## src/rtl/aes_pkg.sv

```systemverilog
// Shared AES S-box constants, scheduler state encodings and the GF(2^8) helpers
// used by the lane scheduler and its S-box lanes.
package aes_pkg;

  localparam logic [7:0] SBOX_AFFINE_C = 8'h63;
  localparam int         STATE_BYTES   = 16;
  localparam int         WORD_BYTES    = 4;

  typedef enum logic [1:0] {
    IDLE  = 2'd0,
    RUN_S = 2'd1,
    RUN_K = 2'd2
  } sched_state_t;

  // Which requester wins when both are valid in IDLE.
  typedef enum logic {
    RR_S = 1'b0,
    RR_K = 1'b1
  } rr_t;

  function automatic int beats_s(input int lanes);
    return STATE_BYTES / lanes;
  endfunction

  function automatic int beats_k(input int lanes);
    return WORD_BYTES / lanes;
  endfunction

  // A single-beat job still needs a 1-bit counter.
  function automatic int cnt_width(input int beats);
    return (beats <= 1) ? 1 : $clog2(beats);
  endfunction

  // Multiply in GF(2^8) modulo x^8 + x^4 + x^3 + x + 1.
  function automatic logic [7:0] gf_mul(input logic [7:0] a, input logic [7:0] b);
    logic [7:0] p;
    logic [7:0] aa;
    p  = '0;
    aa = a;
    for (int i = 0; i < 8; i++) begin
      if (b[i]) p = p ^ aa;
      aa = {aa[6:0], 1'b0} ^ (aa[7] ? 8'h1b : 8'h00);
    end
    return p;
  endfunction

endpackage

```

## src/rtl/aes_sbox_byte.sv

```systemverilog
// One combinational AES S-box lane: multiplicative inverse in GF(2^8) computed
// as x^254 (which maps 0 to 0), followed by the affine map plus 0x63.
module aes_sbox_byte
  import aes_pkg::*;
(
  input  logic [7:0] din,
  output logic [7:0] dout
);

  logic [7:0] x2, x3, x6, x12, x15, x30, x60, x120, x240, x252, inv;

  // Addition chain for x^254: 2,3,6,12,15,30,60,120,240,252,254.
  assign x2   = gf_mul(din, din);
  assign x3   = gf_mul(x2, din);
  assign x6   = gf_mul(x3, x3);
  assign x12  = gf_mul(x6, x6);
  assign x15  = gf_mul(x12, x3);
  assign x30  = gf_mul(x15, x15);
  assign x60  = gf_mul(x30, x30);
  assign x120 = gf_mul(x60, x60);
  assign x240 = gf_mul(x120, x120);
  assign x252 = gf_mul(x240, x12);
  assign inv  = gf_mul(x252, x2);

  // NOTE: every output bit gets a default before the loop so no latch can be inferred.
  always_comb begin
    dout = '0;
    for (int i = 0; i < 8; i++) begin
      dout[i] = inv[i] ^ inv[(i + 4) % 8] ^ inv[(i + 5) % 8] ^
                inv[(i + 6) % 8] ^ inv[(i + 7) % 8] ^ SBOX_AFFINE_C[i];
    end
  end

endmodule

```

## src/rtl/sbox_lane_scheduler.sv

```systemverilog
// Round-robin scheduler sharing LANES S-box lanes between a 128-bit SubBytes
// job and a 32-bit SubWord job, processing LANES bytes per beat in place.
module sbox_lane_scheduler
  import aes_pkg::*;
#(
  parameter int LANES = 4
) (
  input  logic         clk,
  input  logic         rst,
  input  logic         s_valid,
  output logic         s_ready,
  input  logic [127:0] s_data,
  output logic         s_done,
  output logic [127:0] s_result,
  input  logic         k_valid,
  output logic         k_ready,
  input  logic [31:0]  k_data,
  output logic         k_done,
  output logic [31:0]  k_result,
  output logic         busy
);

  localparam int BEATS_S = beats_s(LANES);
  localparam int BEATS_K = beats_k(LANES);
  localparam int CNT_W   = cnt_width(BEATS_S);
  localparam int LANE_W  = 8 * LANES;

  localparam logic [CNT_W-1:0] LAST_S = CNT_W'(BEATS_S - 1);
  localparam logic [CNT_W-1:0] LAST_K = CNT_W'(BEATS_K - 1);

  if (!(LANES == 1 || LANES == 2 || LANES == 4)) begin : g_bad_lanes
    $error("sbox_lane_scheduler: LANES must be 1, 2 or 4");
  end

  sched_state_t     state;
  rr_t              rr_prio;
  logic [CNT_W-1:0] cnt;
  logic [127:0]     work;
  logic [127:0]     work_next;
  logic [6:0]       base;
  logic [LANE_W-1:0] lane_in;
  logic [LANE_W-1:0] lane_out;
  logic             grant_s;
  logic             grant_k;

  // Key wins when alone or when it holds priority; state otherwise.
  assign grant_k = k_valid & (~s_valid | (rr_prio == RR_K));
  assign grant_s = s_valid & ~grant_k;
  assign s_ready = (state == IDLE) & grant_s;
  assign k_ready = (state == IDLE) & grant_k;
  assign busy    = (state != IDLE);

  assign base    = 7'(cnt) * 7'(LANE_W);
  assign lane_in = work[base +: LANE_W];

  for (genvar g = 0; g < LANES; g++) begin : g_lane
    aes_sbox_byte u_sbox (
      .din  (lane_in[8*g +: 8]),
      .dout (lane_out[8*g +: 8])
    );
  end

  // The current beat's lane outputs merged into the work register.
  always_comb begin
    work_next = work;
    work_next[base +: LANE_W] = lane_out;
  end

  // NOTE: sequential state uses non-blocking assignments only, so every reader sees the pre-edge value.
  always_ff @(posedge clk) begin
    if (rst) begin
      state    <= IDLE;
      rr_prio  <= RR_K;
      cnt      <= '0;
      work     <= '0;
      s_result <= '0;
      k_result <= '0;
      s_done   <= 1'b0;
      k_done   <= 1'b0;
    end else begin
      s_done <= 1'b0;
      k_done <= 1'b0;
      case (state)
        IDLE: begin
          if (s_valid && s_ready) begin
            work    <= s_data;
            cnt     <= '0;
            state   <= RUN_S;
            rr_prio <= RR_K;
          end else if (k_valid && k_ready) begin
            work    <= {96'd0, k_data};
            cnt     <= '0;
            state   <= RUN_K;
            rr_prio <= RR_S;
          end
        end
        RUN_S: begin
          work <= work_next;
          if (cnt == LAST_S) begin
            state    <= IDLE;
            cnt      <= '0;
            s_result <= work_next;
            s_done   <= 1'b1;
          end else begin
            cnt <= cnt + 1'b1;
          end
        end
        RUN_K: begin
          work <= work_next;
          if (cnt == LAST_K) begin
            state    <= IDLE;
            cnt      <= '0;
            k_result <= work_next[31:0];
            k_done   <= 1'b1;
          end else begin
            cnt <= cnt + 1'b1;
          end
        end
        default: state <= IDLE;
      endcase
    end
  end

endmodule
```

## config.mk

```make
export PLATFORM = sky130hd
export DESIGN_NAME = sbox_lane_scheduler
export DESIGN_NICKNAME = d
export VERILOG_FILES = /design/src/rtl/aes_pkg.sv /design/src/rtl/aes_sbox_byte.sv /design/src/rtl/sbox_lane_scheduler.sv
export SDC_FILE = /design/constraint.sdc
export NUM_CORES = 2
export LEC_CHECK = 0
export BUFFER_PORTS_ARGS = -buffer_cell sky130_fd_sc_hd__buf_4
export CORE_UTILIZATION = 50
export DETAILED_ROUTE_END_ITERATION = 10
export HOLD_SLACK_MARGIN = 0.06
export PLACE_DENSITY = 0.67
export SLEW_MARGIN = 20
export SYNTH_ARGS = -nofsm -noshare
export SYNTH_HDL_FRONTEND = slang
export SYNTH_SLANG_ARGS = --single-unit
```

## constraint.sdc

```tcl
create_clock -name clk -period 26.4 [get_ports clk]
set_input_delay 2.64 -clock clk [delete_from_list [all_inputs] [get_ports clk]]
set_output_delay 2.64 -clock clk [all_outputs]
set_load 0.005 [all_outputs]
```

# Yosys cells after proc, flatten, opt, wreduce, memory -nomap -nowiden
# Cells that the tools add are included.
op_classes:
  n_reduce_logical: 17
  bitwise_logic: 753
  shifts: 3
  addsub: 2
  muxes: 678
  n_eq_ne: 6
op_table:
  columns: ["operator", "count"]
  rows:
  - ["8-bit XOR", 616]
  - ["8-bit two-way mux", 352]
  - ["5-bit two-way mux", 308]
  - ["128-bit two-way mux", 2]
  - ["128-bit one-hot mux with 2 select lines", 1]
  - ["128-bit bitwise mux", 1]
  - ["32-bit by 9-bit variable shift with 128-bit output (first input constant)", 1]
  - ["128-bit by 8-bit variable part select with 32-bit output", 1]
  - ["32-bit by 9-bit variable part select with 128-bit output", 1]
  - ["1-bit XOR", 112]
  - ["1-bit inverter", 20]
  - ["2-bit two-way mux", 8]
  - ["2-bit one-hot mux with 3 select lines", 2]
  - ["2-bit AND reduction", 5]
  - ["7-bit negation with 9-bit output", 1]
  - ["2-bit nonzero test", 3]
  - ["2-bit OR reduction", 3]
  - ["1-bit bitwise AND", 4]
  - ["2-bit equality test (second input constant)", 2]
  - ["2-bit logical NOT", 2]
  - ["1-bit two-way mux", 4]
  - ["2-bit inequality test (second input constant)", 2]
  - ["3-bit by 1-bit inequality test with 1-bit output (second input constant)", 1]
  - ["3-bit AND reduction", 1]
  - ["other kinds (5)", 6]
totals:
  word_cells: 1467
  reg_bits: 295

# Longest topological paths before layout
logic_depth:
  depth_word: 185
  mapped_depth: 99
  ltp_nobuf: 77

# Hierarchy
# From an unflattened synthesis, not the netlist that was laid out.
hier_totals:
  cells_unflattened: 6797
  area_unflattened_um2: 56339.0
by_module_without_submodules:
  columns: ["mod", "n_inst", "cells_each", "area_each_um2"]
  rows:
  - ["aes_sbox_byte", 4, 1315, 10617.7]
  - ["sbox_lane_scheduler", 1, 1537, 13868.3]

# Worst setup path after synthesis
# OpenSTA, ideal clock, no wires.
synth_timing:
  kind: "register -> register"
  from: "register cnt[0]"
  to: "register work[102]"
  slack_ns: 4.156
  setup_time_ns: 0.112
  n_path_buf: 18
  arrival_time_ns: 22.132
  period_less_slack_ns: 22.244
  path_stages_with_launch: 91
  cell_sequence: "dfxtp_1 > buf_6 > buf_8 > buf_12 > buf_8 > buf_6 > mux4_2 > buf_1 > clkbuf_1 > ha_1 > clkbuf_1 > xnor3_1 > nand2_1 > xor3_1 > xor3_1 > xnor2_1 > nand2_1 > xnor3_1 > [... 55 more ...] > o31ai_1 > nor4_1 > xnor2_1 > xor2_1 > xnor3_1 > xnor2_1 > xor2_1 > mux2_2 > o22ai_1 > xor2_1 > xnor2_1 > xnor2_1 > xnor2_1 > xnor2_1 > xnor3_1 > nor2_1 > a21oi_1 > a2111oi_1"
synth_between:
  elab_chain_len: 178
synth_rtl:
  columns: ["item", "line", "source"]
  rows:
  - ["start, declared", "sbox_lane_scheduler.sv:37", "logic [CNT_W-1:0] cnt;"]
  - ["start signal, assigned", "sbox_lane_scheduler.sv:105", "cnt <= cnt + 1'b1;"]
  - ["start signal, assigned", "sbox_lane_scheduler.sv:116", "cnt <= cnt + 1'b1;"]
  - ["128-bit by 8-bit variable part select with 32-bit output", "sbox_lane_scheduler.sv:54", "assign lane_in = work[base +: LANE_W];"]
  - ["5-bit two-way mux, or another cell as far along", "aes_pkg.sv:42", "aa = {aa[6:0], 1'b0} ^ (aa[7] ? 8'h1b : 8'h00);"]
  - ["8-bit XOR, on equally long branches", "aes_pkg.sv:42, aes_pkg.sv:41", null]
  - ["8-bit XOR or 8-bit two-way mux (tied branches)", "aes_pkg.sv:41", "if (b[i]) p = p ^ aa;"]
  - ["8-bit two-way mux or 8-bit XOR (tied branches)", "aes_pkg.sv:41", null]
  - ["8-bit XOR or 8-bit two-way mux (tied branches)", "aes_pkg.sv:41", null]
  - ["8-bit two-way mux or 8-bit XOR (tied branches)", "aes_pkg.sv:41", null]
  - ["8-bit XOR or 8-bit two-way mux (tied branches)", "aes_pkg.sv:41", null]
  - ["[... 160 more ...]", null, null]
  - ["8-bit XOR", "aes_pkg.sv:41", null]
  - ["8-bit two-way mux", "aes_pkg.sv:41", null]
  - ["1-bit XOR (3 in a row)", "aes_sbox_byte.sv:29", "dout[i] = inv[i] ^ inv[(i + 4) % 8] ^ inv[(i + 5) % 8] ^"]
  - ["1-bit XOR", "aes_sbox_byte.sv:30", "inv[(i + 6) % 8] ^ inv[(i + 7) % 8] ^ SBOX_AFFINE_C[i];"]
  - ["1-bit inverter (no source line)", null, null]
  - ["32-bit by 9-bit variable part select with 128-bit output", "sbox_lane_scheduler.sv:66", "work_next[base +: LANE_W] = lane_out;"]
  - ["128-bit bitwise mux *", "sbox_lane_scheduler.sv:66", null]
  - ["128-bit one-hot mux with 2 select lines *", "sbox_lane_scheduler.sv:83", "case (state)"]
  - ["end signal, assigned", "sbox_lane_scheduler.sv:86", "work <= s_data;"]
  - ["end signal, assigned", "sbox_lane_scheduler.sv:91", "work <= {96'd0, k_data};"]
  - ["end signal, assigned", "sbox_lane_scheduler.sv:98", "work <= work_next;"]
  - ["end, declared", "sbox_lane_scheduler.sv:38", "logic [127:0] work;"]
# Every way passes the cells marked *; elsewhere a longest branch is shown, timed or not.
# A chain may end at the register's enable or synchronous reset.

# Worst setup path in the final report
layout_timing:
  from: "register cnt[1]"
  to: "register work[12]"
# The elaborated chain is that of the path after synthesis.

==> run summary <==
EDFF count, synth - 0
Post-synth top area share - 17.69%
Max Buffers Root-to-Sink - 3
Htree depth - 1
CTS tree - done
Number of nets in the layout - 7,606
First-pass GRT wire length - 291,200 µm
Post-synth cell types - 123
Num CTS Buffers - 31
Clk slew on worst S/H paths - 0.06 ns
Ranking of synthesized cells by area - xnor2_1 18%, xnor3_1 11%, dfxtp_1 10%
Measured slew at the worst slew-check pin - 1.215 ns
Sequential-to-total area share from yosys stat - 10.28%
Area delta synth->final - 8.025%
Critical path data required time - 26.84 ns
Area leader, netlist - xnor2_1
Fraction of layout cells with a size suffix above 1 - 12.28%
Via/cell ratio - 6.084
Initial antenna violation count - 11
Largest stage delay on the critical path - 0.90 ns
CP Max Fanout - 26
Die Span X - 340.9 µm
Total of max-cap violations - 0
Hold WC Path Type - reg2reg
Average size of a mapped cell - 7.760 µm²
RePlAce Congestion - 0.9659
FMAX - 40.17 MHz
Starting Density - 50.71%
CP Class - reg2reg
Chip Height - 340.9 µm
Final period util - 94.29%
Fin. Hold Viols - 0
DRC - 0
Post-synth ARST share - 0%
Worst EP arrival - 25.33 ns
Post-synth net total - 7,605
Worst setup SP type - flip-flop
Final min period - 24.89 ns
Gr usage total - 30.75%
Top cell by count, worst path - xnor3_1
Detailed Place HPWL - 137,800 µm
Via count - 54.38k
Critical-path cell with the highest stage delay - xnor3_1
Port-buffer cells - 328
Synthesized instance count - 7,402
Fill count - 10.92k
Setup violators final - 0
CP startpoint - cnt[1]
Ports - 329
Post-CTS setup buffer count - 0
Crit end category - flip-flop
Vias in the first global route - 50.26k
Clock Sinks - 295
Final ANT Viol Nets - 0
RSZ-0062 raised after global routing - no
Root Buffer - clkbuf_16
Routed len/inst - 20.91 µm
Overflow after GRT - 0
Ys Warns - 0
Cell Area, Synth - 0.05744 mm²
Outcome - completed
Post-route setup TNS - 0 ns
Drt initial violations - 5,320
Relative max-transition margin - 18.33%
Post-Route Skew - 0.03487 ns
Pin count of the biggest net entering global routing - 113
Max-slew violation count - 0
Seq cells post-synth - 295
Core ar. - 0.1133 mm²
Post-synth top flop - dfxtp_1
Clock latency on the worst-skew pair - 0.62 ns
Pre-antenna DRT Iters - 6
Reg-to-reg critical path startpoint - cnt[1]
# rows - 123
Die area - 0.1162 mm²
Routed wire length - 186,900 µm
Min-delay src - s_result[119]
-- final cells by class --
cell class / count / area [µm²] / area share (%)
clock buffer: 38 / 862.1 / 1.389
inverter: 119 / 451.7 / 0.7279
multi-input combinational: 6470 / 49020 / 79.00
clock inverter: 20 / 250.2 / 0.4033
timing repair buffer: 486 / 3656 / 5.892
tap: 1500 / 1877 / 3.025
sequential: 295 / 5911 / 9.526
antenna: 9 / 22.52 / 0.03630
-- worst max-delay path: cells and delay by family (launching register included) --
family / cells / cell delay [ns]
DFF: 1 / 0.84
and+or+nand+nor: 13 / 2.55
xor gates and xnor gates: 30 / 13.47
buffers and inverters: 6 / 1.88
AOI/OAI and AO/OA: 11 / 2.23
muxes: 4 / 1.28
adders and majority gates: 5 / 2.38
-- flip-flops by register name, summed over array words and instances (netlist names) --
signal    count
cnt           2
s_result    128
work        128
k_result     32
k_done        1
s_done        1
rr_prio       1
state         2
-- logic make-up after synthesis --
family                   count (synthesis)  synth area share, %
AND/OR/NAND/NOR                       2546                19.30
buffers and inverters                  637                4.716
AO/OA/AOI/OAI                         1620                18.73
XOR/XNOR                              1961                39.92
flip-flops                             295                10.28
multiplexers                           304                6.197
adder cells (fa/ha/maj)                 39               0.8495
-- cell usage in the layout (no fill, tap or decap), types with 33 or more instances in the layout --
cell	synthesis	routed
a21oi_1	485	485
a22oi_1	90	90
a22o_1	34	34
nor3_1	192	192
xor2_1	338	334
xor3_1	39	39
ha_1	39	38
o21ai_0	219	219
xnor2_1	1160	1145
or3_1	34	34
nand2_1	782	781
buf_4	24	485
a31oi_1	62	62
o21ai_1	49	49
nand2b_1	40	40
nand3_1	119	119
a2111oi_0	35	35
mux2_2	70	70
o211ai_1	54	54
and2_1	40	38
a211oi_1	139	139
xnor3_1	285	285
mux2i_1	194	194
nor2b_1	65	65
nor2_1	1062	1059
mux4_2	33	33
o22ai_1	78	78
dfxtp_1	295	293
inv_1	90	89
and3_1	63	63
xnor2_2	80	95
xor2_2	37	41
-- per-layer routing --
metal  up-vias  GRT usage (%)  share of wire, %
met3       336          3.816               8.1
met4         6          11.58               3.9
met5         -         0.4085             0.049
met1     25960          42.65                43
met2      2321          48.57                45
li1      25750              -                 -
-- what timing repair did --
action	in CTS	in global routing
gates resized for setup	0	2
endpoints found under the setup margin	0	40
hold buffers	0	0
-- per-stage QoR --
| stage | setup WS, ns | cells | hold slack, ns | utilization [%] | instance area (µm²) |
|---|---|---|---|---|---|
| after CTS | 1.614 | 8928 | 0.4574 | 54.73 | 61990 |
| after detailed placement | 1.778 | 8870 | 0.4488 | 53.74 | 60880 |
| final | 1.507 | 8937 | 0.4558 | 54.78 | 62050 |
| after floorplan | 4.156 | 7402 | 0.4403 | - | 57440 |
| after global placement | 2.204 | 8870 | 0.4453 | 53.73 | 60860 |
| after global routing | 0.02502 | 8935 | 0.4713 | 54.78 | 62050 |
-- final timing paths --
check / endpoint / slack (ns) / cells after the start
max: work[12] / 1.51 / 69
min: s_result[119] / 0.46 / 2
max reg2reg: work[12] / 1.51 / 69
min reg2reg: s_result[119] / 0.46 / 2
-- cell usage after synthesis (all sizes together), types with 55 or more instances --
library cell and n:
o22ai 79, xnor3 294, a22oi 95, and3 64, xnor2 1248, o21ai 272, a21oi 491, mux2i 197
nor3 197, o211ai 55, inv 110, nand2 782, clkbuf 334, dfxtp 295, nand3 120, mux2 74
a31oi 63, buf 184, xor2 376, nor2b 66, nor2 1069, a211oi 146
Power is left out: the tool's default activity adds up to more than one toggle a clock period on the data nets, which glitch-free logic cannot reach.
